## config.mk

```make
export PLATFORM = sky130hd
export DESIGN_NAME = mem_port_arbiter
export DESIGN_NICKNAME = d
export VERILOG_FILES = /design/src/rtl/mem_port_arbiter.sv
export SDC_FILE = /design/constraint.sdc
export NUM_CORES = 1
export LEC_CHECK = 0
export BUFFER_PORTS_ARGS = -buffer_cell sky130_fd_sc_hd__buf_2
export CAP_MARGIN = 15
export CORE_AREA = 2 2 435 437
export DETAILED_ROUTE_END_ITERATION = 10
export DIE_AREA = 0 0 437 439
export GPL_TIMING_DRIVEN = 0
export PLACE_DENSITY = 0.32
export SYNTH_ARGS = -nofsm -noshare
export SYNTH_HDL_FRONTEND = slang
export SYNTH_SLANG_ARGS = --single-unit
```

## constraint.sdc

```tcl
create_clock -name CLK -period 2.5 [get_ports CLK]
set_clock_uncertainty 0.15 [all_clocks]
set_input_delay 0.125 -clock CLK [delete_from_list [all_inputs] [get_ports CLK]]
set_output_delay 0.125 -clock CLK [all_outputs]
set_load 0.01 [all_outputs]
```

## src/rtl/mem_port_arbiter.sv

```systemverilog
// Three-way line-request arbiter (IC, DC, INTR) in front of the unified memory port.
// Optional macro ARB_ROUND_ROBIN_EN selects round-robin priority; default is fixed INTR > DC > IC.
module mem_port_arbiter #(
  parameter int ADDR_W = 16,
  parameter int DATA_W = 128
) (
  input  logic              CLK,
  input  logic              RST,
  input  logic              IC_EN,
  input  logic              DC_EN,
  input  logic              INTR_EN,
  input  logic              IC_WR,
  input  logic              DC_WR,
  input  logic              INTR_WR,
  input  logic [ADDR_W-1:0] IC_A,
  input  logic [ADDR_W-1:0] DC_A,
  input  logic [ADDR_W-1:0] INTR_A,
  input  logic [DATA_W-1:0] IC_WRITE_DATA,
  input  logic [DATA_W-1:0] DC_WRITE_DATA,
  input  logic [DATA_W-1:0] INTR_WRITE_DATA,
  output logic              IC_R,
  output logic              DC_R,
  output logic              INTR_R,
  output logic [DATA_W-1:0] IC_READ_DATA,
  output logic [DATA_W-1:0] DC_READ_DATA,
  output logic [DATA_W-1:0] INTR_READ_DATA,
  output logic              MEM_EN,
  output logic              MEM_WR,
  output logic [ADDR_W-1:0] MEM_A,
  output logic [DATA_W-1:0] MEM_WRITE_DATA,
  input  logic [DATA_W-1:0] MEM_READ_DATA,
  input  logic              MEM_R,
  output logic [1:0]        GNT
);

  typedef enum logic [1:0] {
    IDLE = 2'd0,
    REQ  = 2'd1,
    RESP = 2'd2
  } state_t;

  localparam logic [1:0] G_NONE = 2'd0;
  localparam logic [1:0] G_IC   = 2'd1;
  localparam logic [1:0] G_DC   = 2'd2;
  localparam logic [1:0] G_INTR = 2'd3;

  state_t              state_q, state_d;
  logic [1:0]          gnt_q, gnt_d;
  logic                mem_en_q, mem_en_d;
  logic                wr_q, wr_d;
  logic [ADDR_W-1:0]   a_q, a_d;
  logic [DATA_W-1:0]   wdata_q, wdata_d;
  logic                ic_r_q, ic_r_d;
  logic                dc_r_q, dc_r_d;
  logic                intr_r_q, intr_r_d;
  logic [DATA_W-1:0]   ic_rd_q, ic_rd_d;
  logic [DATA_W-1:0]   dc_rd_q, dc_rd_d;
  logic [DATA_W-1:0]   intr_rd_q, intr_rd_d;
  logic [1:0]          win;

`ifdef ARB_ROUND_ROBIN_EN
  logic [1:0]          rr_q, rr_d;

  // Winner search starts just after the requester granted last.
  always_comb begin
    win = G_NONE;
    case (rr_q)
      G_IC: begin
        if (DC_EN) win = G_DC;
        else if (INTR_EN) win = G_INTR;
        else if (IC_EN) win = G_IC;
        else win = G_NONE;
      end
      G_DC: begin
        if (INTR_EN) win = G_INTR;
        else if (IC_EN) win = G_IC;
        else if (DC_EN) win = G_DC;
        else win = G_NONE;
      end
      default: begin
        if (IC_EN) win = G_IC;
        else if (DC_EN) win = G_DC;
        else if (INTR_EN) win = G_INTR;
        else win = G_NONE;
      end
    endcase
  end
`else
  // Fixed priority: INTR over DC over IC.
  always_comb begin
    win = G_NONE;
    if (INTR_EN) win = G_INTR;
    else if (DC_EN) win = G_DC;
    else if (IC_EN) win = G_IC;
    else win = G_NONE;
  end
`endif

  // Next-state and next-output computation for the grant/request/response sequence.
  always_comb begin
    state_d   = state_q;
    gnt_d     = gnt_q;
    mem_en_d  = mem_en_q;
    wr_d      = wr_q;
    a_d       = a_q;
    wdata_d   = wdata_q;
    ic_r_d    = 1'b0;
    dc_r_d    = 1'b0;
    intr_r_d  = 1'b0;
    ic_rd_d   = ic_rd_q;
    dc_rd_d   = dc_rd_q;
    intr_rd_d = intr_rd_q;
`ifdef ARB_ROUND_ROBIN_EN
    rr_d      = rr_q;
`endif
    case (state_q)
      IDLE: begin
        if (win != G_NONE) begin
          state_d  = REQ;
          gnt_d    = win;
          mem_en_d = 1'b1;
`ifdef ARB_ROUND_ROBIN_EN
          rr_d     = win;
`endif
          // Request fields are frozen here; later requester changes are ignored.
          case (win)
            G_IC: begin
              wr_d    = IC_WR;
              a_d     = IC_A;
              wdata_d = IC_WRITE_DATA;
            end
            G_DC: begin
              wr_d    = DC_WR;
              a_d     = DC_A;
              wdata_d = DC_WRITE_DATA;
            end
            G_INTR: begin
              wr_d    = INTR_WR;
              a_d     = INTR_A;
              wdata_d = INTR_WRITE_DATA;
            end
            default: begin
              wr_d    = wr_q;
              a_d     = a_q;
              wdata_d = wdata_q;
            end
          endcase
        end else begin
          state_d = IDLE;
        end
      end
      REQ: begin
        if (MEM_R) begin
          state_d  = RESP;
          mem_en_d = 1'b0;
          case (gnt_q)
            G_IC: begin
              ic_r_d = 1'b1;
              if (!wr_q) ic_rd_d = MEM_READ_DATA;
              else ic_rd_d = ic_rd_q;
            end
            G_DC: begin
              dc_r_d = 1'b1;
              if (!wr_q) dc_rd_d = MEM_READ_DATA;
              else dc_rd_d = dc_rd_q;
            end
            G_INTR: begin
              intr_r_d = 1'b1;
              if (!wr_q) intr_rd_d = MEM_READ_DATA;
              else intr_rd_d = intr_rd_q;
            end
            default: begin
              ic_r_d = 1'b0;
            end
          endcase
        end else begin
          state_d = REQ;
        end
      end
      RESP: begin
        state_d = IDLE;
        gnt_d   = G_NONE;
      end
      default: begin
        state_d  = IDLE;
        gnt_d    = G_NONE;
        mem_en_d = 1'b0;
      end
    endcase
  end

  // State and registered outputs; reset abandons any transaction in flight.
  always_ff @(posedge CLK or negedge RST) begin
    if (!RST) begin
      state_q   <= IDLE;
      gnt_q     <= G_NONE;
      mem_en_q  <= 1'b0;
      wr_q      <= 1'b0;
      a_q       <= {ADDR_W{1'b0}};
      wdata_q   <= {DATA_W{1'b0}};
      ic_r_q    <= 1'b0;
      dc_r_q    <= 1'b0;
      intr_r_q  <= 1'b0;
      ic_rd_q   <= {DATA_W{1'b0}};
      dc_rd_q   <= {DATA_W{1'b0}};
      intr_rd_q <= {DATA_W{1'b0}};
`ifdef ARB_ROUND_ROBIN_EN
      rr_q      <= G_INTR;
`endif
    end else begin
      state_q   <= state_d;
      gnt_q     <= gnt_d;
      mem_en_q  <= mem_en_d;
      wr_q      <= wr_d;
      a_q       <= a_d;
      wdata_q   <= wdata_d;
      ic_r_q    <= ic_r_d;
      dc_r_q    <= dc_r_d;
      intr_r_q  <= intr_r_d;
      ic_rd_q   <= ic_rd_d;
      dc_rd_q   <= dc_rd_d;
      intr_rd_q <= intr_rd_d;
`ifdef ARB_ROUND_ROBIN_EN
      rr_q      <= rr_d;
`endif
    end
  end

  assign MEM_EN         = mem_en_q;
  assign MEM_WR         = wr_q;
  assign MEM_A          = a_q;
  assign MEM_WRITE_DATA = wdata_q;
  assign GNT            = gnt_q;
  assign IC_R           = ic_r_q;
  assign DC_R           = dc_r_q;
  assign INTR_R         = intr_r_q;
  assign IC_READ_DATA   = ic_rd_q;
  assign DC_READ_DATA   = dc_rd_q;
  assign INTR_READ_DATA = intr_rd_q;

endmodule

```

==> load_flow_metrics.sql, run 1 <==
INSERT INTO impl_metrics (metric_group, metric, value, unit) VALUES
('worst_setup_path', 'critical_path_start_end_classification', 'flip-flop to flip-flop', ''),
('power', 'power.combinational.fraction', '41.8', '%'),
('sta', 'whs', '-179.3', 'ps'),
('drt', 'vias', '19812', ''),
('layout', 'area_growth_syn_to_layout', '62.73', '%'),
('die', 'dieWidth', '437', 'um'),
('drt', 'wirelength_met1', '44.43', 'mm'),
('run', 'cap_violations', '0', ''),
('worst_setup_path', 'critPathRequiredTime', '2900', 'ps'),
('logic_synthesis', 'synth_top_family_by_area', 'multiplexers', ''),
('logic_synthesis', 'synth_cell_type_count', '30', ''),
('drt', 'top_signal_layer_used', 'met4', ''),
('drt', 'detail_route.drc_violations', '0', ''),
('power', 'worst_ir_drop_vdd', '0.0005021', 'V'),
('sta', 'rsz0062_at_grt', 'no', ''),
('cts', 'cts.sinks', '537', ''),
('sta', 'worst-slew-pin-transition', '1075', 'ps'),
('cts', 'cts_inserted_buffers', '71', ''),
('die', 'ios', '1104', ''),
('power', 'power.share.clock', '23.1', '%'),
('layout', 'share_of_layout_cells_above_drive_strength_1', '55.02', '%'),
('drt', 'ant_nets', '0', ''),
('sta', 'final.period_utilization', '92.50', '%'),
('logic_synthesis', 'post_synth_instance_area', '0.02435', 'sq mm'),
('layout', 'final_core_utilization', '21.19', '%'),
('placed_design', 'io_buffer_count', '1103', ''),
('outcome', 'failed_checks', 'hold timing', ''),
('drt', 'detailroute.wirelength.met2', '63.44', 'mm'),
('grt', 'grt_antenna_before_repair', '15', ''),
('logic_synthesis', 'synth.yosys.warnings', '0', ''),
('logic_synthesis', 'post_synthesis_instance_total', '1650', ''),
('outcome', 'status', 'finished with violations', ''),
('sta', 'post-route-min-period', '2312', 'ps'),
('power', 'pwr_density_cell', '1086', 'mW/mm^2'),
('worst_setup_path', 'critical_path.endpoint_type', 'flip-flop', ''),
('power', 'netSwitchingFraction', '36.94', '%'),
('die', 'std_cell_rows', '159', ''),
('sta', 'worst_slew_margin_relative_to_its_limit', '28.34', '%'),
('logic_synthesis', 'area_fraction_in_and_or_nand_and_nor_cells_after_synthesis', '0.5190', '%'),
('power', 'internal-power', '27150', 'uW'),
('layout', 'nFillCells', '20618', ''),
('worst_setup_path', 'worstSetupStartpointType', 'flip-flop', ''),
('drt', 'drt-vias-per-instance', '3.413', ''),
('drt', 'met3RoutedLength', '6.130', 'mm'),
('cts', 'cts-root-to-sink-buffers', '3', ''),
('layout', 'finalNetCount', '3823', ''),
('cts', 'worst_skew_pair.late_latency', '670', 'ps'),
('drt', 'drt_iter0_drc', '699', ''),
('die', 'initial_utilization', '13.02', '%'),
('grt', 'pin_count_of_the_biggest_net_entering_global_routing', '103', ''),
('sta', 'timing.final.hold_violations', '65', ''),
('cts', 'holdBufCountCts', '422', ''),
('logic_synthesis', 'synth_compound_gate_area_share', '6.135', '%'),
('die', 'die_area', '0.1918', 'sq mm'),
('power', 'p_leak', '0.01929', 'uW'),
('drt', 'drt-wirelength-per-cell', '20.32', 'um'),
('grt', 'grt_overflow', '0', ''),
('sta', 'clock.fmax', '432.5', 'MHz'),
('die', 'die_h', '439', 'um'),
('logic_synthesis', 'synth_adder_area_share', '0', '%'),
('sta', 'setup_viol', '0', ''),
('cts', 'cts-root-buf', 'sky130_fd_sc_hd__clkbuf_16', ''),
('logic_synthesis', 'ys_seq_area_share', '55.18', '%'),
('placed_design', 'gp_routability_congestion', '0.8365', ''),
('worst_setup_path', 'critical_path.max_fanout', '10', ''),
('logic_synthesis', 'synthesis.area_per_instance', '14.76', 'sq um'),
('placed_design', 'pre_cts_slack', '-551.0', 'ps'),
('logic_synthesis', 'register_bit_total_from_synthesis', '537', ''),
('grt', 'grt_pass1_wl', '165.4', 'mm'),
('power', 'total_switching_power', '15900', 'uW'),
('cts', 'cts_tree', 'built', '');
-- worst max-delay path, cell delays in order (launching register included) --
cell	delay [ps]
sky130_fd_sc_hd__dfrtp_1	500
sky130_fd_sc_hd__and4bb_4	450
sky130_fd_sc_hd__nor2b_4	190
sky130_fd_sc_hd__buf_6	240
sky130_fd_sc_hd__clkbuf_8	260
sky130_fd_sc_hd__mux2_2	350
-- layout by cell type (no fill, tap or decap), types with 6 or more instances in the layout --
master,n
sky130_fd_sc_hd__buf_12,23
sky130_fd_sc_hd__clkbuf_8,19
sky130_fd_sc_hd__clkbuf_16,71
sky130_fd_sc_hd__dfrtp_1,537
sky130_fd_sc_hd__dlygate4sd3_1,422
sky130_fd_sc_hd__clkbuf_1,68
sky130_fd_sc_hd__mux2i_1,145
sky130_fd_sc_hd__o21ai_0,271
sky130_fd_sc_hd__o21ai_1,22
sky130_fd_sc_hd__mux2_2,309
sky130_fd_sc_hd__clkinv_2,11
sky130_fd_sc_hd__buf_2,1129
sky130_fd_sc_hd__buf_6,7
sky130_fd_sc_hd__mux2_4,220
sky130_fd_sc_hd__diode_2,6
-- cells in the mapped netlist, drive strengths merged --
library cell  instances  area, sq um
nor2                  1        3.750
and3                  1        6.260
or2                   2        12.51
or2b                  1        7.510
nand2                 3        11.26
mux2i               145         1451
dfrtp               537        13440
and4bb                1        16.27
clkbuf               61        339.1
o22ai                 1        6.260
a221oi                1        8.760
a21oi                 1        5.000
o21bai                1        7.510
nand3                 1        17.52
nor2b                 1        13.76
o21ai               293         1466
nor3                  2        10.01
mux2                529         6783
nand3b                2        27.53
buf                  61        700.7
inv                   5        18.77
-- repair_timing --
item,4_1_cts,5_1_grt
buffers inserted,0,0
gates resized for setup,4,9
endpoints found under the hold margin,790,65
setup endpoints to repair,50,102
-- final timing paths --
kind	cells after the start	startpoint	end	slack (ps)
hold reg to reg	2	MEM_EN$_DFFE_PN0P_	MEM_EN$_DFFE_PN0P_	330
min in group CLK	4	IC_WRITE_DATA[54]	MEM_WRITE_DATA[54]$_DFFE_PN0P_	10
setup / recovery	5	MEM_WR$_DFFE_PN0P_	INTR_READ_DATA[52]$_DFFE_PN0P_	190
max in group asynchronous	5	RST	MEM_WRITE_DATA[19]$_DFFE_PN0P_	330
setup reg to reg	5	MEM_WR$_DFFE_PN0P_	INTR_READ_DATA[52]$_DFFE_PN0P_	190
hold / removal	2	RST	IC_READ_DATA[15]$_DFFE_PN0P_	-180
-- per-layer routing --
metal,vias up,GRT usage [%]
met5,-,0
met4,0,4.455
met3,124,2.358
met2,687,22.39
met1,9825,13.08
li1,9176,-
-- final cells by class --
class | count | area, sq um | area share [%]
Antenna cell | 6 | 15.01 | 0.03789
Buffer | 122 | 1052 | 2.656
Clock buffer | 103 | 1977 | 4.989
Clock inverter | 20 | 236.5 | 0.5968
Inverter | 5 | 18.77 | 0.04736
Multi-Input combinational cell | 986 | 9854 | 24.87
Sequential cell | 537 | 13440 | 33.91
Tap cell | 2495 | 3122 | 7.878
Timing Repair Buffer | 1531 | 9912 | 25.01
-- flip-flops by register name (all words and copies together) (netlist names) --
signal and flops:
IC_R 1, MEM_WR 1, MEM_WRITE_DATA 128, MEM_A 16, MEM_EN 1, GNT 2, DC_R 1, INTR_R 1
DC_READ_DATA 128, state_q 2, INTR_READ_DATA 128, IC_READ_DATA 128
-- through the flow --
| stage | cell area, sq um | setup TNS (ps) | std cells | total power [uW] | hold WS (ps) |
|---|---|---|---|---|---|
| global placement | 32990 | -6373930 | 5248 | 33080 | 241.0 |
| CTS | 39600 | 0 | 5799 | 44160 | -190.3 |
| finish | 39630 | 0 | 5805 | 43050 | -179.3 |
| floorplan | 24350 | 0 | 1650 | 23810 | -320.6 |
| detailed placement | 33160 | -7032 | 5254 | 33140 | -3.452 |
| global route | 39620 | 0 | 5804 | 45770 | -193.5 |
-- power by group through the flow --
stage | Combinational (uW) | Clock [uW] | Sequential [uW]
floorplan | 6730 | 0 | 17100
global placement | 17900 | 0 | 15200
detailed placement | 17900 | 0 | 15200
CTS | 18600 | 10400 | 15100
global route | 19400 | 10700 | 15700
finish | 18000 | 9950 | 15100
-- kinds of logic (layout without fill, tap and decap cells) --
family	after synthesis	after routing
AOI/OAI and AO/OA	297	297
buffers and inverters	127	1781
DFF	537	537
muxes	674	674
other	0	6
and+or+nand+nor	15	15
(Power assumes the default switching activity.)
==> inputs of run 2 (changes only) <==
--- a/config.mk
+++ b/config.mk
@@ -7,11 +7,11 @@
 export LEC_CHECK = 0
 export BUFFER_PORTS_ARGS = -buffer_cell sky130_fd_sc_hd__buf_2
 export CAP_MARGIN = 15
-export CORE_AREA = 2 2 435 437
+export CORE_AREA = 2 2 427 429
 export DETAILED_ROUTE_END_ITERATION = 10
-export DIE_AREA = 0 0 437 439
+export DIE_AREA = 0 0 429 431
 export GPL_TIMING_DRIVEN = 0
-export PLACE_DENSITY = 0.32
+export PLACE_DENSITY = 0.33
 export SYNTH_ARGS = -nofsm -noshare
 export SYNTH_HDL_FRONTEND = slang
 export SYNTH_SLANG_ARGS = --single-unit
==> load_flow_metrics.sql, run 2 (synthesis results as in run 1) <==
INSERT INTO impl_metrics (metric_group, metric, value, unit) VALUES
('layout', 'commonest_cells_after_routing_fill_and_taps_aside', 'sky130_fd_sc_hd__buf_2 (1129), sky130_fd_sc_hd__dfrtp_1 (537), sky130_fd_sc_hd__dlygate4sd3_1 (424)', ''),
('cts', 'path_clk_slew', '60', 'ps'),
('worst_setup_path', 'timing.critical_path.cells', 'and4bb_4 -> nor2b_4 -> buf_6 -> clkbuf_8 -> mux2_2', ''),
('placed_design', 'pre_cts_slack', '-684.9', 'ps'),
('drt', 'number_of_iterations_in_the_first_detailed_routing_pass', '5', ''),
('drt', 'routed_wl', '117.4', 'mm'),
('drt', 'drt_iter0_drc', '722', ''),
('cts', 'cts-root-to-sink-buffers', '3', ''),
('sta', 'worst-slew-pin-transition', '927.0', 'ps'),
('sta', 'worst_slew_margin_relative_to_its_limit', '38.20', '%'),
('layout', 'fin_cells', '5684', ''),
('worst_setup_path', 'timing.rr.end', 'INTR_READ_DATA[90]$_DFFE_PN0P_', ''),
('layout', 'nFillCells', '19751', ''),
('grt', 'grt_util_overall', '12.29', '%'),
('placed_design', 'gp_routability_congestion', '0.8689', ''),
('sta', 'rsz0062_at_grt', 'no', ''),
('min_path', 'hold_start', 'MEM_READ_DATA[106]', ''),
('min_path', 'hold_depth', '3', ''),
('worst_setup_path', 'critical_path_start_end_classification', 'flip-flop to flip-flop', ''),
('sta', 'timing.final.hold_violations', '0', ''),
('sta', 'whs', '113.5', 'ps'),
('sta', 'final.period_utilization', '94.17', '%'),
('cts', 'htreeDepth', '3', ''),
('placed_design', 'hpwlAfterDp', '93.85', 'mm'),
('die', 'dieWidth', '429', 'um'),
('die', 'die_h', '431', 'um'),
('worst_setup_path', 'worstPathArrival', '2740', 'ps'),
('sta', 'post-route-min-period', '2354', 'ps'),
('sta', 'worst_slack', '145.6', 'ps'),
('drt', 'drt-vias-per-instance', '3.508', ''),
('cts', 'cts_setup_buffers', '0', ''),
('power', 'p_leak', '0.01936', 'uW'),
('grt', 'pin_count_of_the_biggest_net_entering_global_routing', '104', ''),
('layout', 'finalNetCount', '3825', ''),
('layout', 'most_frequent_standard_cell_in_the_layout_excluding_fill_and_tap_cells', 'sky130_fd_sc_hd__buf_2', ''),
('die', 'std_cell_rows', '156', ''),
('worst_setup_path', 'reg2regPathDepth', '5', ''),
('cts', 'worst_skew_pair.late_latency', '650', 'ps'),
('worst_setup_path', 'cp.buffers_inverters', '2', ''),
('die', 'initial_utilization', '13.52', '%'),
('placed_design', 'numPlacedInstances', '5128', ''),
('die', 'coreArea', '0.1802', 'sq mm'),
('min_path', 'holdPathEnd', 'DC_READ_DATA[106]$_DFFE_PN0P_', ''),
('run', 'cap_violations', '0', ''),
('outcome', 'status', 'completed', ''),
('grt', 'grt_antenna_before_repair', '9', ''),
('cts', 'cts-root-buf', 'sky130_fd_sc_hd__clkbuf_16', ''),
('die', 'die_area', '0.1849', 'sq mm'),
('min_path', 'hp-class', 'input pin to flip-flop', ''),
('drt', 'ant_nets', '0', ''),
('worst_setup_path', 'critPathRequiredTime', '2890', 'ps'),
('layout', 'share_of_layout_cells_above_drive_strength_1', '54.99', '%'),
('worst_setup_path', 'critical_path.reg2reg.startpoint', 'MEM_WR$_DFFE_PN0P_', ''),
('grt', 'first_global_vias', '22019', ''),
('worst_setup_path', 'cp_slowest_stage_delay', '470', 'ps'),
('worst_setup_path', 'worst_path_max_delay_cell', 'sky130_fd_sc_hd__dfrtp_1', ''),
('sta', 'timing.final.max_slew_violations', '0', ''),
('worst_setup_path', 'worstSetupStartpointType', 'flip-flop', ''),
('power', 'worst_ir_drop_vdd', '0.0004380', 'V'),
('cts', 'cts.sinks', '537', ''),
('drt', 'vias', '19938', ''),
('sta', 'setup_viol', '0', ''),
('worst_setup_path', 'path_length_in_cells_of_the_critical_path', '5', ''),
('worst_setup_path', 'critical_path.endpoint_type', 'flip-flop', ''),
('worst_setup_path', 'critical_path.max_fanout', '10', ''),
('sta', 'final.setup.tns', '0', 'ps'),
('layout', 'final_core_utilization', '21.99', '%'),
('worst_setup_path', 'rrSetupSlack', '150', 'ps'),
('grt', 'grt_pass1_wl', '164.5', 'mm'),
('cts', 'cts_tree', 'built', ''),
('layout', 'area_growth_syn_to_layout', '62.67', '%'),
('drt', 'drt-wirelength-per-cell', '20.66', 'um'),
('sta', 'clock.fmax', '424.7', 'MHz'),
('die', 'ios', '1104', ''),
('worst_setup_path', 'worst_path_dominant_cell_family', 'simple AND/OR/NAND/NOR gates', ''),
('cts', 'cts_inserted_buffers', '72', ''),
('drt', 'detail_route.drc_violations', '0', ''),
('power', 'pwr_density_cell', '1102', 'mW/mm^2'),
('placed_design', 'io_buffer_count', '1103', ''),
('grt', 'grt_overflow', '0', '');
[run 2: cell count changes in the layout (fill, tap and decap cells not counted), moves of 2 or more]
cell,delta
sky130_fd_sc_hd__clkinv_2,-4
sky130_fd_sc_hd__dlygate4sd3_1,+2
sky130_fd_sc_hd__clkbuf_2,-2
sky130_fd_sc_hd__clkbuf_16,+3
sky130_fd_sc_hd__clkbuf_1,+2
sky130_fd_sc_hd__clkbuf_8,+3
sky130_fd_sc_hd__clkinv_16,-2
sky130_fd_sc_hd__bufinv_16,+4
[run 2: metal layers]
| layer | vias to the layer above | wire length, um | global-route usage, % |
|---|---|---|---|
| li1 | 9178 | - | - |
| met3 | 134 | 5852 | 2.760 |
| met1 | 9952 | 45290 | 13.57 |
| met2 | 674 | 62310 | 22.80 |
| met4 | 0 | 3966 | 4.605 |
| met5 | - | 0 | 0 |
[run 2: layout make-up]
type	instances	area, sq um	area share (%)
clock inverter	17	269.0	0.6791
clock buffer	109	2072	5.231
antenna	6	15.01	0.03791
tap	2370	2965	7.486
sequential	537	13440	33.93
timing repair buffer	1532	9922	25.05
buffer	122	1054	2.660
inverter	5	18.77	0.04738
multi-input combinational	986	9857	24.88
[run 2: worst max-delay path by stage]
stage,startpoint,to
final,MEM_WR$_DFFE_PN0P_,INTR_READ_DATA[90]$_DFFE_PN0P_
after global routing,RST,MEM_WRITE_DATA[14]$_DFFE_PN0P_
after CTS,MEM_WR$_DFFE_PN0P_,INTR_READ_DATA[94]$_DFFE_PN0P_
after detailed placement,state_q[0]$_DFF_PN0_,MEM_WRITE_DATA[54]$_DFFE_PN0P_
after global placement,RST,MEM_WRITE_DATA[51]$_DFFE_PN0P_
after floorplan,MEM_WR$_DFFE_PN0P_,INTR_READ_DATA[100]$_DFFE_PN0P_
[run 2: power by group]
group	total (uW)	switching (uW)	internal, uW
logic	18000	9400	8580
registers	15200	2270	12900
clock network	10500	4230	6250
total	43600	15900	27800
[run 2: timing repair]
| action | CTS | global route |
|---|---|---|
| resized for setup | 8 | 3 |
| setup endpoints to repair | 68 | 223 |
| hold buffers | 424 | 0 |
| hold endpoints to repair | 662 | 0 |
[run 2: tightest hold or removal path, stage by stage]
cell and delay (ps):
sky130_fd_sc_hd__dlygate4sd3_1 520, sky130_fd_sc_hd__buf_2 120, sky130_fd_sc_hd__mux2_4 130
[run 2: per-stage QoR]
step	area, sq um	power, uW
final	39610	43650
after global routing	39610	46310
after CTS	39590	44730
after detailed placement	32990	33120
after global placement	32840	33070
after floorplan	24350	23810
==> inputs of run 3 (changes only) <==
--- a/config.mk
+++ b/config.mk
@@ -5,7 +5,7 @@
 export SDC_FILE = /design/constraint.sdc
 export NUM_CORES = 1
 export LEC_CHECK = 0
-export BUFFER_PORTS_ARGS = -buffer_cell sky130_fd_sc_hd__buf_2
+export BUFFER_PORTS_ARGS = -buffer_cell sky130_fd_sc_hd__buf_4
 export CAP_MARGIN = 15
 export CORE_AREA = 2 2 427 429
 export DETAILED_ROUTE_END_ITERATION = 10
==> constraint.sdc (replaced) <==
create_clock -name CLK -period 2.4 [get_ports CLK]
set_clock_uncertainty 0.15 [all_clocks]
set_input_delay 0.12 -clock CLK [delete_from_list [all_inputs] [get_ports CLK]]
set_output_delay 0.12 -clock CLK [all_outputs]
set_load 0.01 [all_outputs]
==> load_flow_metrics.sql, run 3 (synthesis results as in run 1) <==
INSERT INTO impl_metrics (metric_group, metric, value, unit) VALUES
('outcome', 'status', 'finished with violations', ''),
('outcome', 'failed_checks', 'hold timing', ''),
('worst_setup_path', 'reg2regPathDepth', '5', ''),
('layout', 'nFillCells', '19335', ''),
('die', 'die_h', '431', 'um'),
('drt', 'drt_iter0_drc', '628', ''),
('cts', 'cts-root-to-sink-buffers', '3', ''),
('worst_setup_path', 'cp.buffers_inverters', '2', ''),
('sta', 'worst-slew-pin-transition', '986.3', 'ps'),
('drt', 'met3RoutedLength', '6.620', 'mm'),
('drt', 'number_of_iterations_in_the_first_detailed_routing_pass', '4', ''),
('run', 'cap_violations', '0', ''),
('min_path', 'hp-class', 'input pin to asynchronous set/reset pin', ''),
('die', 'die_area', '0.1849', 'sq mm'),
('grt', 'grt_overflow', '0', ''),
('die', 'coreArea', '0.1802', 'sq mm'),
('power', 'power.share.clock', '22.4', '%'),
('worst_setup_path', 'worstSetupStartpointType', 'flip-flop', ''),
('grt', 'grt_util_overall', '12.99', '%'),
('power', 'post-layout-total-power', '48490', 'uW'),
('die', 'dieWidth', '429', 'um'),
('worst_setup_path', 'critical_path.endpoint_type', 'flip-flop', ''),
('grt', 'first_global_vias', '22272', ''),
('drt', 'vias', '19788', ''),
('cts', 'cts-root-buf', 'sky130_fd_sc_hd__clkbuf_16', ''),
('sta', 'rsz0062_at_grt', 'no', ''),
('sta', 'setup_viol', '0', ''),
('layout', 'finalNetCount', '3825', ''),
('drt', 'wirelength_met1', '47.01', 'mm'),
('power', 'power.combinational.fraction', '44.5', '%'),
('drt', 'top_signal_layer_used', 'met4', ''),
('worst_setup_path', 'worst_path_max_delay_cell', 'sky130_fd_sc_hd__dfrtp_1', ''),
('drt', 'ant_nets', '0', ''),
('worst_setup_path', 'critPathRequiredTime', '2770', 'ps'),
('sta', 'worst_slew_margin_relative_to_its_limit', '34.25', '%'),
('sta', 'timing.final.max_slew_violations', '0', ''),
('placed_design', 'gp_routability_congestion', '0.8345', ''),
('worst_setup_path', 'critical_path.reg2reg.startpoint', 'MEM_WR$_DFFE_PN0P_', ''),
('power', 'worst_ir_drop_vdd', '0.0004317', 'V'),
('cts', 'cts_tree', 'built', ''),
('cts', 'worst_skew_pair.late_latency', '650', 'ps'),
('worst_setup_path', 'worstPathArrival', '2650', 'ps'),
('power', 'netSwitchingFraction', '35.23', '%'),
('sta', 'whs', '-679.0', 'ps'),
('worst_setup_path', 'rrSetupSlack', '120', 'ps'),
('sta', 'timing.final.hold_violations', '205', ''),
('power', 'power_frac_seq', '33.1', '%'),
('sta', 'final.period_utilization', '94.95', '%'),
('layout', 'area_growth_syn_to_layout', '74.02', '%'),
('die', 'std_cell_rows', '156', ''),
('layout', 'commonest_cells_after_routing_fill_and_taps_aside', 'sky130_fd_sc_hd__buf_4 (1104), sky130_fd_sc_hd__dfrtp_1 (537), sky130_fd_sc_hd__dlygate4sd3_1 (422)', ''),
('worst_setup_path', 'critical_path_start_end_classification', 'flip-flop to flip-flop', ''),
('placed_design', 'io_buffer_count', '1103', ''),
('placed_design', 'pre_cts_slack', '-755.7', 'ps'),
('drt', 'drt-vias-per-instance', '3.481', ''),
('layout', 'most_frequent_standard_cell_in_the_layout_excluding_fill_and_tap_cells', 'sky130_fd_sc_hd__buf_4', ''),
('grt', 'grt_pass1_wl', '172.5', 'mm'),
('cts', 'cts.sinks', '537', ''),
('die', 'initial_utilization', '13.52', '%'),
('power', 'pwr_density_cell', '1144', 'mW/mm^2'),
('worst_setup_path', 'timing.rr.end', 'INTR_READ_DATA[93]$_DFFE_PN0P_', ''),
('worst_setup_path', 'timing.critical_path.cells', 'and4bb_4 -> nor2b_4 -> buf_8 -> clkbuf_8 -> mux2_2', ''),
('power', 'p_leak', '0.02021', 'uW'),
('die', 'ios', '1104', ''),
('worst_setup_path', 'worst_path_dominant_cell_family', 'simple AND/OR/NAND/NOR gates', ''),
('power', 'internal-power', '31410', 'uW'),
('drt', 'routed_wl', '123.2', 'mm'),
('drt', 'detail_route.drc_violations', '0', ''),
('sta', 'post-route-min-period', '2279', 'ps'),
('sta', 'worst_slack', '121.2', 'ps'),
('cts', 'cts_inserted_buffers', '73', ''),
('layout', 'share_of_layout_cells_above_drive_strength_1', '55.38', '%'),
('worst_setup_path', 'cp_slowest_stage_delay', '470', 'ps'),
('drt', 'drt-wirelength-per-cell', '21.68', 'um'),
('power', 'total_switching_power', '17080', 'uW'),
('grt', 'pin_count_of_the_biggest_net_entering_global_routing', '107', ''),
('grt', 'grt_antenna_before_repair', '6', ''),
('drt', 'detailroute.wirelength.met2', '66.60', 'mm'),
('cts', 'htreeDepth', '3', ''),
('sta', 'clock.fmax', '438.8', 'MHz'),
('worst_setup_path', 'critical_path.max_fanout', '10', ''),
('cts', 'path_clk_slew', '50', 'ps'),
('placed_design', 'hpwlAfterDp', '99.01', 'mm');
[run 3: cell types whose count changed in the layout (fill, tap and decap cells not counted), moves of 3 or more]
cell	previous run	this run
sky130_fd_sc_hd__clkbuf_8	22	26
sky130_fd_sc_hd__buf_2	1129	26
sky130_fd_sc_hd__clkinv_2	7	10
sky130_fd_sc_hd__clkbuf_2	3	11
sky130_fd_sc_hd__bufinv_16	5	2
sky130_fd_sc_hd__clkbuf_1	70	59
sky130_fd_sc_hd__buf_4	2	1104
[run 3: power by group through the flow]
stage | registers, uW | logic [uW] | clock network (uW)
3_5_place_dp | 16200 | 21500 | 0
3_3_place_gp | 16200 | 21500 | 0
6_report | 16100 | 21600 | 10800
4_1_cts | 16100 | 22300 | 11400
5_1_grt | 16700 | 23000 | 11700
2_1_floorplan | 17800 | 7010 | 0
[run 3: worst max-delay path by stage]
stage                     slack [ps]  depth (start not counted)                               to            startpoint
after floorplan                  540                          5  INTR_READ_DATA[100]$_DFFE_PN0P_    MEM_WR$_DFFE_PN0P_
after global placement         -6090                          1    IC_READ_DATA[112]$_DFFE_PN0P_                   RST
after detailed placement        -760                          6   MEM_WRITE_DATA[55]$_DFFE_PN0P_  state_q[0]$_DFF_PN0_
after CTS                         30                          5   INTR_READ_DATA[93]$_DFFE_PN0P_    MEM_WR$_DFFE_PN0P_
after global routing               5                          6   MEM_WRITE_DATA[52]$_DFFE_PN0P_  state_q[0]$_DFF_PN0_
final                            120                          5   INTR_READ_DATA[93]$_DFFE_PN0P_    MEM_WR$_DFFE_PN0P_
[run 3: final cells by class]
class                   instances  area (sq um)  area share [%]
flip-flops and latches        537         13440           31.71
repair buffers               1531         12680           29.92
multi-input cells             986          9854           23.26
well taps                    2370          2965           6.998
clock buffers                 111          2141           5.052
plain buffers                 122          1074           2.533
clock inverters                18         197.7          0.4665
inverters                       5         18.77         0.04429
diodes                          4         10.01         0.02362
[run 3: what timing repair did]
item	4_1_cts	5_1_grt
buffers inserted	0	0
endpoints found under the setup margin	96	4
endpoints found under the hold margin	781	183
hold buffers	422	1
gates resized for setup	16	4
[run 3: metal layers]
| metal | up-vias | GRT usage, % |
|---|---|---|
| li1 | 9191 | - |
| met1 | 9826 | 14.33 |
| met2 | 635 | 24.52 |
| met3 | 136 | 3.040 |
| met4 | 0 | 3.794 |
| met5 | - | 0 |
[run 3: worst reg2reg max path: stages, from the launching register on]
cell and delay [ps]:
sky130_fd_sc_hd__dfrtp_1 470, sky130_fd_sc_hd__and4bb_4 430, sky130_fd_sc_hd__nor2b_4 200, sky130_fd_sc_hd__buf_8 230, sky130_fd_sc_hd__clkbuf_8 290, sky130_fd_sc_hd__mux2_2 380
[run 3: metrics by stage]
| stage | instance area [sq um] | TNS, ps | hold WS, ps | std cells | utilization, % |
|---|---|---|---|---|---|
| finish | 42380 | 0 | -679.0 | 5684 | 23.52 |
| global route | 42370 | 0 | -679.7 | 5683 | 23.52 |
| CTS | 42340 | 0 | -733.3 | 5679 | 23.50 |
| detailed placement | 35740 | -21630 | 36.76 | 5128 | 19.84 |
| global placement | 35600 | -3147490 | 213.8 | 5123 | 19.76 |
| floorplan | 24350 | 0 | -325.6 | 1650 | - |
